$ cat src/rtl/onn_settle_ctrl.sv
// onn_settle_ctrl
//   Sequences one settle run of the ONN phase-register array. A run loads the
//   initial phases, then strobes a state check on every accepted oscillation
//   period and watches the per-neuron change flags. The run ends when no neuron
//   has changed for STABLE_PERIODS consecutive checks (converged) or when
//   MAX_PERIODS checks have been made (timeout).
//
//   state     | meaning
//   ----------+-----------------------------------------------------------
//   S_IDLE    | waiting for start; counters and result flags cleared
//   S_LOAD    | one-cycle load pulse (ren & drop) into the phase registers
//   S_WAIT    | waiting for the next full_tick
//   S_CHECK   | one-cycle state_cheak strobe; period counter advances
//   S_EVAL    | samples state_changed and decides converge / timeout / next
//   S_DONE    | result held; start must be seen low before a relaunch
//
// Ports
//   sclk_i           system clock, rising edge
//   re_i             asynchronous active-high reset
//   start_i          level, launches a run from IDLE or (re-armed) DONE
//   abort_i          returns to IDLE on the next edge from any state
//   full_tick_i      one-cycle pulse per oscillation period
//   state_changed_i  per-neuron change flags from the phase registers
//   ren_o, drop_o    load enable / load strobe (both high = load)
//   state_cheak_o    one-cycle state-check strobe
//   busy_o           high in LOAD, WAIT, CHECK, EVAL
//   done_o           high in DONE
//   converged_o      run ended by convergence (valid while done)
//   timeout_o        run ended by period limit (valid while done)
//   period_cnt_o     checks completed in the current / last run

module onn_settle_ctrl #(
  parameter int N_NEURONS      = 15,
  parameter int STABLE_PERIODS = 3,
  parameter int MAX_PERIODS    = 64,
  parameter int PCNT_W         = 7
) (
  input  logic                 sclk_i,
  input  logic                 re_i,
  input  logic                 start_i,
  input  logic                 abort_i,
  input  logic                 full_tick_i,
  input  logic [N_NEURONS-1:0] state_changed_i,
  output logic                 ren_o,
  output logic                 drop_o,
  output logic                 state_cheak_o,
  output logic                 busy_o,
  output logic                 done_o,
  output logic                 converged_o,
  output logic                 timeout_o,
  output logic [PCNT_W-1:0]    period_cnt_o
);

  localparam int SCNT_W = $clog2(STABLE_PERIODS + 1);
  localparam logic [SCNT_W-1:0] STABLE_CNT = SCNT_W'(STABLE_PERIODS);
  localparam logic [PCNT_W-1:0] MAX_CNT    = PCNT_W'(MAX_PERIODS);

  typedef enum logic [2:0] {
    S_IDLE,
    S_LOAD,
    S_WAIT,
    S_CHECK,
    S_EVAL,
    S_DONE
  } state_t;

  state_t              state_q;
  logic [PCNT_W-1:0]   period_cnt_q;
  logic [SCNT_W-1:0]   stable_cnt_q;
  logic [SCNT_W-1:0]   stable_cnt_d;
  logic                armed_q;
  logic                ren_q;
  logic                drop_q;
  logic                chk_q;
  logic                busy_q;
  logic                done_q;
  logic                conv_q;
  logic                tmo_q;
  logic                any_chg;

  assign any_chg = |state_changed_i;

  // Quiet-check run length after this EVAL; saturates so it can never wrap.
  assign stable_cnt_d = any_chg                      ? '0 :
                        (stable_cnt_q == STABLE_CNT) ? stable_cnt_q :
                                                       stable_cnt_q + SCNT_W'(1);

  always_ff @(posedge sclk_i or posedge re_i) begin
    if (re_i) begin
      state_q      <= S_IDLE;
      period_cnt_q <= '0;
      stable_cnt_q <= '0;
      armed_q      <= 1'b0;
      ren_q        <= 1'b0;
      drop_q       <= 1'b0;
      chk_q        <= 1'b0;
      busy_q       <= 1'b0;
      done_q       <= 1'b0;
      conv_q       <= 1'b0;
      tmo_q        <= 1'b0;
    end else begin
      // Strobes are single-cycle unless a branch below raises them again.
      ren_q  <= 1'b0;
      drop_q <= 1'b0;
      chk_q  <= 1'b0;

      if (abort_i) begin
        state_q      <= S_IDLE;
        period_cnt_q <= '0;
        stable_cnt_q <= '0;
        armed_q      <= 1'b0;
        busy_q       <= 1'b0;
        done_q       <= 1'b0;
        conv_q       <= 1'b0;
        tmo_q        <= 1'b0;
      end else begin
        unique case (state_q)
          S_IDLE: begin
            period_cnt_q <= '0;
            stable_cnt_q <= '0;
            conv_q       <= 1'b0;
            tmo_q        <= 1'b0;
            if (start_i) begin
              state_q <= S_LOAD;
              ren_q   <= 1'b1;
              drop_q  <= 1'b1;
              busy_q  <= 1'b1;
            end
          end

          // A tick coincident with the load cycle is deliberately dropped.
          S_LOAD: state_q <= S_WAIT;

          S_WAIT: begin
            if (full_tick_i) begin
              state_q <= S_CHECK;
              chk_q   <= 1'b1;
            end
          end

          S_CHECK: begin
            period_cnt_q <= period_cnt_q + PCNT_W'(1);
            state_q      <= S_EVAL;
          end

          // Convergence is tested first so it wins a tie with the period limit.
          S_EVAL: begin
            stable_cnt_q <= stable_cnt_d;
            if (stable_cnt_d == STABLE_CNT) begin
              state_q <= S_DONE;
              busy_q  <= 1'b0;
              done_q  <= 1'b1;
              conv_q  <= 1'b1;
              armed_q <= 1'b0;
            end else if (period_cnt_q == MAX_CNT) begin
              state_q <= S_DONE;
              busy_q  <= 1'b0;
              done_q  <= 1'b1;
              tmo_q   <= 1'b1;
              armed_q <= 1'b0;
            end else begin
              state_q <= S_WAIT;
            end
          end

          // A start held high across the end of a run must drop once before
          // it can relaunch, so a stuck start cannot free-run the array.
          S_DONE: begin
            if (!start_i) begin
              armed_q <= 1'b1;
            end else if (armed_q) begin
              state_q      <= S_LOAD;
              ren_q        <= 1'b1;
              drop_q       <= 1'b1;
              busy_q       <= 1'b1;
              done_q       <= 1'b0;
              period_cnt_q <= '0;
              stable_cnt_q <= '0;
              conv_q       <= 1'b0;
              tmo_q        <= 1'b0;
              armed_q      <= 1'b0;
            end
          end

          default: begin
            state_q <= S_IDLE;
            busy_q  <= 1'b0;
            done_q  <= 1'b0;
          end
        endcase
      end
    end
  end

  assign ren_o         = ren_q;
  assign drop_o        = drop_q;
  assign state_cheak_o = chk_q;
  assign busy_o        = busy_q;
  assign done_o        = done_q;
  assign converged_o   = conv_q;
  assign timeout_o     = tmo_q;
  assign period_cnt_o  = period_cnt_q;

endmodule

$ cat config.mk
export PLATFORM = sky130hd
export DESIGN_NAME = onn_settle_ctrl
export DESIGN_NICKNAME = d
export VERILOG_FILES = /design/src/rtl/onn_settle_ctrl.sv
export SDC_FILE = /design/constraint.sdc
export NUM_CORES = 1
export LEC_CHECK = 0
export ABC_CLOCK_PERIOD_IN_PS = 4110
export BUFFER_PORTS_ARGS = -buffer_cell sky130_fd_sc_hd__buf_2
export CAP_MARGIN = 10
export CORE_AREA = 5 5 50 56
export CTS_BUF_LIST = sky130_fd_sc_hd__clkbuf_4
export DETAILED_ROUTE_END_ITERATION = 12
export DIE_AREA = 0 0 55 61
export PLACE_DENSITY_LB_ADDON = 0.1
export SETUP_SLACK_MARGIN = 0.05
export SLEW_MARGIN = 20
export SYNTH_ARGS = -nofsm -noshare
export SYNTH_HDL_FRONTEND = slang
export SYNTH_SLANG_ARGS = --single-unit
$ cat constraint.sdc
create_clock -name sclk_i -period 4.11 [get_ports sclk_i]
set_input_delay 0.2055 -clock sclk_i [delete_from_list [all_inputs] [get_ports sclk_i]]
set_output_delay 0.2055 -clock sclk_i [all_outputs]
set_load 0.01 [all_outputs]
-- Yosys cells after proc, flatten, opt, wreduce, memory -nomap -nowiden
Index checks and enable logic that the tools add are counted.
- flip-flop bits (word level): 19
- bits of input ports: 20
- word-level logic and storage cells: 93
- add/subtract/negate cells: 2
- equal/unequal tests: 18
- muxes and demuxes: 48
- reductions and logical operators: 15
- operators by type and width (operator ; number):
    1-bit 2-to-1 mux ; 24
    3-bit 2-to-1 mux ; 7
    7-bit 2-to-1 mux ; 3
    3-bit inequality test (second input constant) ; 7
    7-bit one-hot mux with 3 select lines ; 1
    3-bit one-hot mux with 6 select lines ; 1
    15-bit OR reduction ; 1
    4-bit AND reduction ; 3
    2-bit 2-to-1 mux ; 5
    5-bit AND reduction ; 2
    1-bit one-hot mux with 3 select lines ; 3
    4-bit nonzero test ; 2
    7-bit by 1-bit adder with 7-bit output (second input constant) ; 1
    7-bit equality test (second input constant) ; 1
    3-bit by 2-bit equality test with 1-bit output (second input constant) ; 2
    3-bit equality test (second input constant) ; 2
    2-bit one-hot mux with 3 select lines ; 1
    3-bit AND reduction ; 2
    2-bit equality test (second input constant) ; 2
    2-bit by 1-bit inequality test with 1-bit output (second input constant) ; 2
    4-bit inequality test (second input constant) ; 1
    1-bit one-hot mux with 2 select lines ; 2
    1-bit one-hot mux with 4 select lines ; 1
    4-bit OR reduction ; 1
    6 further kinds ; 6

-- Longest topological paths before layout
Gate-level depths: netlist (run 1).
- depth in word-level cells: 7
- gate-level depth with buffers: 6

-- Worst setup path after synthesis (run 1)
OpenSTA, ideal clock, no wires.
- path type: reg2reg
- start point: reg period_cnt_q[0], in the netlist period_cnt_o[0]
- end point: reg busy_q, in the netlist busy_o
- arrival: 1.292 ns
- data required time: 3.984 ns
- setup slack: 2.692 ns
- stages on the path, launching flop included: 7
- buffers on the path: 0
- period minus slack after synthesis: 1.418 ns
- path through: dfrtp_1 > inv_1 > ha_1 > nand2b_1 > nor4_2 > nor2_1 > a311o_1
- word-level cells in the longest chain between the ends: 3
- RTL lines (element ; line ; RTL):
    start: declaration ; 68 ; logic [PCNT_W-1:0] period_cnt_q;
    start signal: assignment ; 142 ; period_cnt_q <= period_cnt_q + PCNT_W'(1);
    7-bit equality test ; 155 ; end else if (period_cnt_q == MAX_CNT) begin
    4-bit inequality test (no line) ; - ;
    5-bit AND reduction (no line) ; - ;
    end signal: assignment ; 151 ; busy_q <= 1'b0;
    end signal: assignment ; 157 ; busy_q <= 1'b0;
    end signal: assignment ; 175 ; busy_q <= 1'b1;
    end: declaration ; 75 ; logic busy_q;
No other way between the ends.
A chain may end at the register's enable or synchronous reset.

-- Worst setup path in the final report (run 1)
- start point: reg state_q[0]
- end point: reg period_cnt_q[6], in the netlist period_cnt_o[6]
- word-level cells in the longest chain between the ends: 3
- RTL lines (element ; line ; RTL):
    start: declaration ; 67 ; state_t state_q;
    start signal: assignment ; 90 ; state_q <= S_IDLE;
    start signal: assignment ; 108 ; state_q <= S_IDLE;
    start signal: assignment ; 124 ; state_q <= S_LOAD;
    3-bit equality test (tied with other cells) ; 117 ; unique case (state_q)
    3-bit inequality test (no line) (tied with other cells) ; - ;
    3-bit AND reduction (no line) / 7-bit 2-to-1 mux (equally long branches) ; - ;
Parallel ways exist; a longest one is shown, timed or not.

==> summary.md, run 1 <==
| Metric | Value |
|---|---|
| Status | complete, no violations |
| Crit-path max FO | 12 |
| Leading area contributor after synthesis | dfrtp_1 |
| CTS H-tree lvls | 1 |
| Worst Path Required | 4.35 ns |
| Gr usage total | 0.1799 |
| Critical path launch point type | register |
| Psw | 214.7 uW |
| Die area | 0.003355 mm^2 |
| Top FF cell, synth | dfrtp_1 |
| Syn. warnings | 0 |
| CTS tree | built |
| Critical Path Max Stage Delay | 0.67 ns |
| Int Pwr | 336.0 uW |
| Mapped Nets | 141 |
| Total Wirelength | 2642 um |
| Met1 wire length | 1254 um |
| CTS hold repair buffers | 0 |
| Max Cap Viol | 0 |
| Unique masters post-synth | 41 |
| Ys async rst share | 1.000 |
| Critical path cell sequence | xnor2_1, a221oi_4, o21ai_0, o21ai_1 |
| RD Place Congestion | 0.7773 |
| Die Span Y | 61 um |
| WP data arrival | 1.90 ns |
| Slew @ Worst Pin | 0.7383 ns |
| Final worst setup slack | 2.455 ns |
| Path type of the worst setup path | register to register |
| First-pass DRT Iterations | 4 |
| Maximum vdd drop | 204.7 uV |
| Clock Power Share | 0.177 |
| Clock buffer depth | 2 |
| Initial Utilization | 0.5407 |
| Min Clock Period, post-route | 1.655 ns |
| DP Worst Slack | 2.493 ns |
| Cell Area, Synth | 0.001181 mm^2 |
| Metal2 WL | 1205 um |
| Detail Route Antenna Nets | 0 |
| Metal3 WL | 146 um |
| CP Capture Type | register |
| Slowest cell on crit path | dfrtp_1 |
| DP HPWL | 1951 um |
| Setup_tns | 0 ns |
| Row cnt | 18 |
| Count leader, synth | dfrtp_1 |
| RSZ-0062 raised after global routing | no |
| DRC errors left | 0 |
| Average wire per cell in the routed design | 14.60 um |
| Power Density | 401.2 mW/mm^2 |
| Area share of the largest cell type after synthesis | 0.4025 |
| Area delta synth->final | 16.21% |
| Skew final | 0.009922 ns |
| Worst path bufs/invs | 0 |
| Via density | 5.691 |
| Post-CTS setup buffer count | 0 |
| # diodes | 0 |
| Share of cells above drive strength 1 | 0.3179 |
| Final net count | 174 |
| Die W | 55 um |
| Initial DRC count | 29 |
| Vias in the first global route | 1007 |
| Final Hold Viols | 0 |
| Fmax | 604.1 MHz |
| Final slew viol count | 0 |
| Worst min-delay path category | input port to async pin |
| PostCTS Resize Cnt | 0 |
| Remaining Overflow, GRT | 0 |
| First-pass GRT wire length | 4381 um |
| Initial antenna violation count | 0 |
| CORE AREA | 0.002185 mm^2 |
| Sequential fraction of the synthesis area | 0.4025 |
| Pin count of the biggest net entering global routing | 20 |
| Number of flops mapped to enable cells by yosys | 0 |
| Total number of vias | 1030 |
| Clock Sinks | 19 |
| Root Buffer Master | clkbuf_4 |
| LEAKAGE | 0.0006425 uW |
| Highest routed layer | met4 |
| Switching part of the total power | 0.3899 |
| Post-synthesis cell count | 119 |
| Flip-flop and latch count after synthesis | 19 |
| Combinational share of power | 0.359 |
| Post-synth top cells | dfrtp_1, nor2_1, o21ai_0 |
| Tcrit/Tclk final | 0.4028 |
| Crit-path leading delay family | compound AO/OA/AOI/OAI gates |
| Clock-pin slew on the worst setup and hold paths | 0.12 ns |
| Relative slew slack | 0.5073 |
| Syn_area_per_cell | 9.925 um^2 |
| Largest cells by area after synthesis | dfrtp_1, nor4_2, nor2_1 |
| Buffers on Ports | 33 |
| Final setup fails | 0 |
| TritonCTS buffer count | 3 |
| I/O Pins | 34 |
| Sequential Power Share | 0.465 |
| Worst-Skew Late Latency | 0.31 ns |
routing by layer:
layer  GRT usage  vias up
met5           0        -
met4     0.06597        0
met3     0.02703        6
li1            -      507
met1      0.2496      486
met2      0.2821       31
power by group through the flow:
stage	Sequential, uW	Combinational (uW)	Clock [uW]
after floorplan	228	193	0
after detailed placement	260	197	0
after global placement	258	194	0
after global routing	262	220	108
final	256	198	97.2
after CTS	256	198	100
layout by cell type, fill, tap and decap left out, types with 3 or more instances in the layout:
cell type  count
nor2_1        13
nor4_2         4
buf_2         33
o21ai_0        8
clkbuf_4       3
a21o_1         3
inv_1          6
a31oi_1        3
dfrtp_1       19
nand2_1        6
nor3_1         5
nand2b_1       4
a21oi_1        7
worst register-to-register path, delay by kind of cell, from the launching register on:
kind,cells,cell delay (ns)
compound gates,3,0.72
xor+xnor,1,0.21
flops,1,0.67
through the flow:
step / total power, uW / cells / hold WS [ns] / cell area (um^2) / utilization
3_5_place_dp: 457.2 / 177 / 0.3690 / 1345 / 0.6157
6_report: 550.7 / 181 / 0.001245 / 1373 / 0.6283
5_1_grt: 589.9 / 181 / 0.06728 / 1373 / 0.6283
3_3_place_gp: 451.6 / 177 / 0.3422 / 1345 / 0.6157
4_1_cts: 554.7 / 181 / 0.02657 / 1373 / 0.6283
2_1_floorplan: 421.1 / 119 / 0.1566 / 1181 / -
cell families after synthesis:
| family | count (synthesis) | synth area share |
|---|---|---|
| AND/OR/NAND/NOR | 50 | 0.2828 |
| AO/OA/AOI/OAI | 33 | 0.2161 |
| flip-flops | 19 | 0.4025 |
| buffers and inverters | 12 | 0.05507 |
| XOR/XNOR | 3 | 0.02225 |
| adder cells (fa/ha/maj) | 2 | 0.02118 |
layout make-up:
| type | count | area, um^2 |
|---|---|---|
| clock buffers | 3 | 22.52 |
| clock inverters | 1 | 5.005 |
| fillers | 195 | 812.0 |
| inverters | 7 | 26.28 |
| multi-input cells | 88 | 640.6 |
| flip-flops and latches | 19 | 475.5 |
| well taps | 30 | 37.54 |
| repair buffers | 33 | 165.2 |
registers in the layout, indices dropped and copies added, names as in the netlist:
signal,cells
drop_o,1
period_cnt_o,7
armed_q,1
busy_o,1
stable_cnt_q,2
state_cheak_o,1
timeout_o,1
state_q,3
converged_o,1
done_o,1
worst paths after layout:
path	start	to	slack (ns)	cells past startpoint
min in group sclk_i	full_tick_i	state_cheak_o	0.18	2
max in group asynchronous	re_i	done_o	3.64	2
setup reg to reg	state_q[0]	period_cnt_o[6]	2.45	4
setup / recovery	state_q[0]	period_cnt_o[6]	2.45	4
hold reg to reg	converged_o	converged_o	0.51	2
hold / removal	re_i	period_cnt_o[2]	0.001	2
Power figures use the tool's default switching activity.
==> run 2, diff against run 1 <==
ABC_CLOCK_PERIOD_IN_PS = 1730   (was 4110)
CORE_AREA = 5 5 52 58   (was 5 5 50 56)
DIE_AREA = 0 0 57 63   (was 0 0 55 61)
clock period = 1.73 ns   (was 4.11 ns; I/O delays follow)
==> summary.md, run 2 (synthesized netlist as in run 1, its figures left out) <==
| Metric | Value |
|---|---|
| Status | complete, no violations |
| I/O Pins | 34 (unchanged) |
| Min Clock Period, post-route | 1.558 ns (-0.09761 ns) |
| Clock-pin slew on the worst setup and hold paths | 0.11 ns (about the same) |
| Final slew viol count | 0 (unchanged) |
| TritonCTS buffer count | 3 (unchanged) |
| Buffers on Ports | 33 (unchanged) |
| Worst reg2reg setup slack | 0.17 ns (-2.28 ns) |
| Worst-Skew Late Latency | 0.29 ns (-0.02 ns) |
| Sequential Power Share | 0.422 (-0.043) |
| FF-to-FF End | busy_o |
| Initial antenna violation count | 0 (unchanged) |
| Relative slew slack | 0.5124 (+0.005148) |
| CTS H-tree lvls | 1 (unchanged) |
| Met1 wire length | 1138 um (-9.3%) |
| Highest routed layer | met4 |
| Slew @ Worst Pin | 0.7306 ns (-0.007713 ns) |
| Die Span Y | 63 um (+3.3%) |
| Share of cells above drive strength 1 | 0.3377 (+0.01978) |
| Total number of vias | 1069 (+3.8%) |
| FF-to-FF Start | state_q[2] |
| Die W | 57 um (+3.6%) |
| Vias in the first global route | 1113 (+11%) |
| Gr usage total | 0.1582 (-0.02163) |
| Initial Utilization | 0.4871 (-0.05356) |
| Metal2 WL | 1507 um (+25%) |
| Final setup fails | 0 (unchanged) |
| Detail Route Antenna Nets | 0 (unchanged) |
| Total Wirelength | 2751 um (+4.1%) |
| Average wire per cell in the routed design | 14.87 um (+1.9%) |
| Worst hold stages | 2 |
| Largest register FFs | 7 (unchanged) |
| First-pass GRT wire length | 4685 um (+6.9%) |
| Row cnt | 19 (+1) |
| Psw | 522.4 uW (+140%) |
| Die area | 0.003591 mm^2 (+7.0%) |
| LEAKAGE | 0.0006579 uW (+2.4%) |
| Int Pwr | 831.2 uW (+150%) |
| DRC errors left | 0 (unchanged) |
| Root Buffer Master | clkbuf_4 |
| Path type of the worst setup path | register to register |
| Hold endpoint | state_cheak_o |
| Via density | 5.778 (+1.5%) |
| Area delta synth->final | 19.70% |
| Critical path launch point type | register |
| Skew final | 0.004530 ns (-0.005392 ns) |
| Fmax | 641.9 MHz (+6.3%) |
| Remaining Overflow, GRT | 0 (unchanged) |
| WP data arrival | 1.74 ns (-0.16 ns) |
| Switching part of the total power | 0.3859 (-0.003995) |
| CP Capture Type | register |
| RD Place Congestion | 0.8439 (+8.6%) |
| Worst Path Required | 1.91 ns (-2.44 ns) |
| Setup_tns | 0 ns (unchanged) |
| Maximum vdd drop | 660.4 uV (+220%) |
| CTS tree | built |
| Pin count of the biggest net entering global routing | 20 (unchanged) |
| CORE AREA | 0.002425 mm^2 (+11%) |
| Clock Power Share | 0.165 (-0.012) |
| Most frequent cells in the layout | buf_2, dfrtp_1, nor2_1, o21ai_0, a21oi_1 |
| Power Density | 957.4 mW/mm^2 (+140%) |
| # diodes | 0 (unchanged) |
| Tcrit/Tclk final | 0.9005 (+0.4977) |
| Pwr Total | 1354 uW (+150%) |
| Combinational share of power | 0.412 (+0.053) |
| Commonest non-fill, non-tap cell in the layout | buf_2 |
| Final net count | 177 (+1.7%) |
| Clock buffer depth | 2 (unchanged) |
| Initial DRC count | 19 (-34%) |
| DP HPWL | 2104 um (+7.8%) |
| Worst Hold Launch | full_tick_i |
| Worst min-delay path category | input port to register |
| Post-CTS setup buffer count | 0 (unchanged) |
| Worst r2r path cells | 4 (unchanged) |
| First-pass DRT Iterations | 4 (unchanged) |
| Crit-path max FO | 10 (-2) |
| Final Hold Viols | 0 (unchanged) |
| Metal3 WL | 90 um (-38%) |
| RSZ-0062 raised after global routing | no |
| Max Cap Viol | 0 (unchanged) |
| Clock Sinks | 19 (unchanged) |
[run 2: timing repair]
| item | CTS | global route |
|---|---|---|
| endpoints found under the hold margin | 19 | 0 |
| hold buffers | 1 | 0 |
| resized for setup | 0 | 3 |
| endpoints found under the setup margin | 0 | 4 |
[run 2: worst max-delay path by stage]
stage | end | depth (start not counted) | from
finish | busy_o | 4 | state_q[2]
global route | period_cnt_o[6] | 4 | state_q[2]
CTS | busy_o | 4 | period_cnt_o[5]
detailed placement | busy_o | 6 | period_cnt_o[0]
global placement | busy_o | 6 | period_cnt_o[0]
floorplan | busy_o | 6 | period_cnt_o[0]
[run 2: area by class of cell]
| class | instances | area [um^2] |
|---|---|---|
| Clock buffer | 3 | 22.52 |
| Clock inverter | 1 | 5.005 |
| Fill cell | 236 | 1011 |
| Inverter | 7 | 26.28 |
| Multi-Input combinational cell | 88 | 654.4 |
| Sequential cell | 19 | 476.7 |
| Tap cell | 31 | 38.79 |
| Timing Repair Buffer | 36 | 190.2 |
[run 2: critical path: stages (launching register included)]
cell and delay [ns]:
dfrtp_1 0.56, inv_1 0.16, a21o_1 0.22, and4b_1 0.19
a311o_1 0.31
[run 2: through the flow]
| step | hold WS, ns | util | cells | setup WS, ns | area [um^2] |
|---|---|---|---|---|---|
| floorplan | 0.03763 | - | 119 | 0.3119 | 1181 |
| global placement | 0.2448 | 0.5614 | 180 | 0.1873 | 1361 |
| detailed placement | 0.2542 | 0.5614 | 180 | 0.1531 | 1361 |
| CTS | 0.07197 | 0.5769 | 185 | 0.1343 | 1399 |
| global route | 0.08314 | 0.5831 | 185 | 0.05345 | 1414 |
| finish | 0.07471 | 0.5831 | 185 | 0.1721 | 1414 |
[run 2: power groups by stage]
| stage | Clock, uW | Combinational [uW] | Sequential, uW |
|---|---|---|---|
| global route | 258 | 603 | 580 |
| floorplan | 0 | 458 | 542 |
| finish | 224 | 558 | 572 |
| global placement | 0 | 544 | 573 |
| detailed placement | 0 | 548 | 576 |
| CTS | 235 | 552 | 568 |
[run 2: metal layers]
| metal | global-route usage | vias up |
|---|---|---|
| li1 | - | 515 |
| met4 | 0.04638 | 0 |
| met3 | 0.02273 | 2 |
| met1 | 0.1877 | 530 |
| met5 | 0 | - |
| met2 | 0.2886 | 22 |
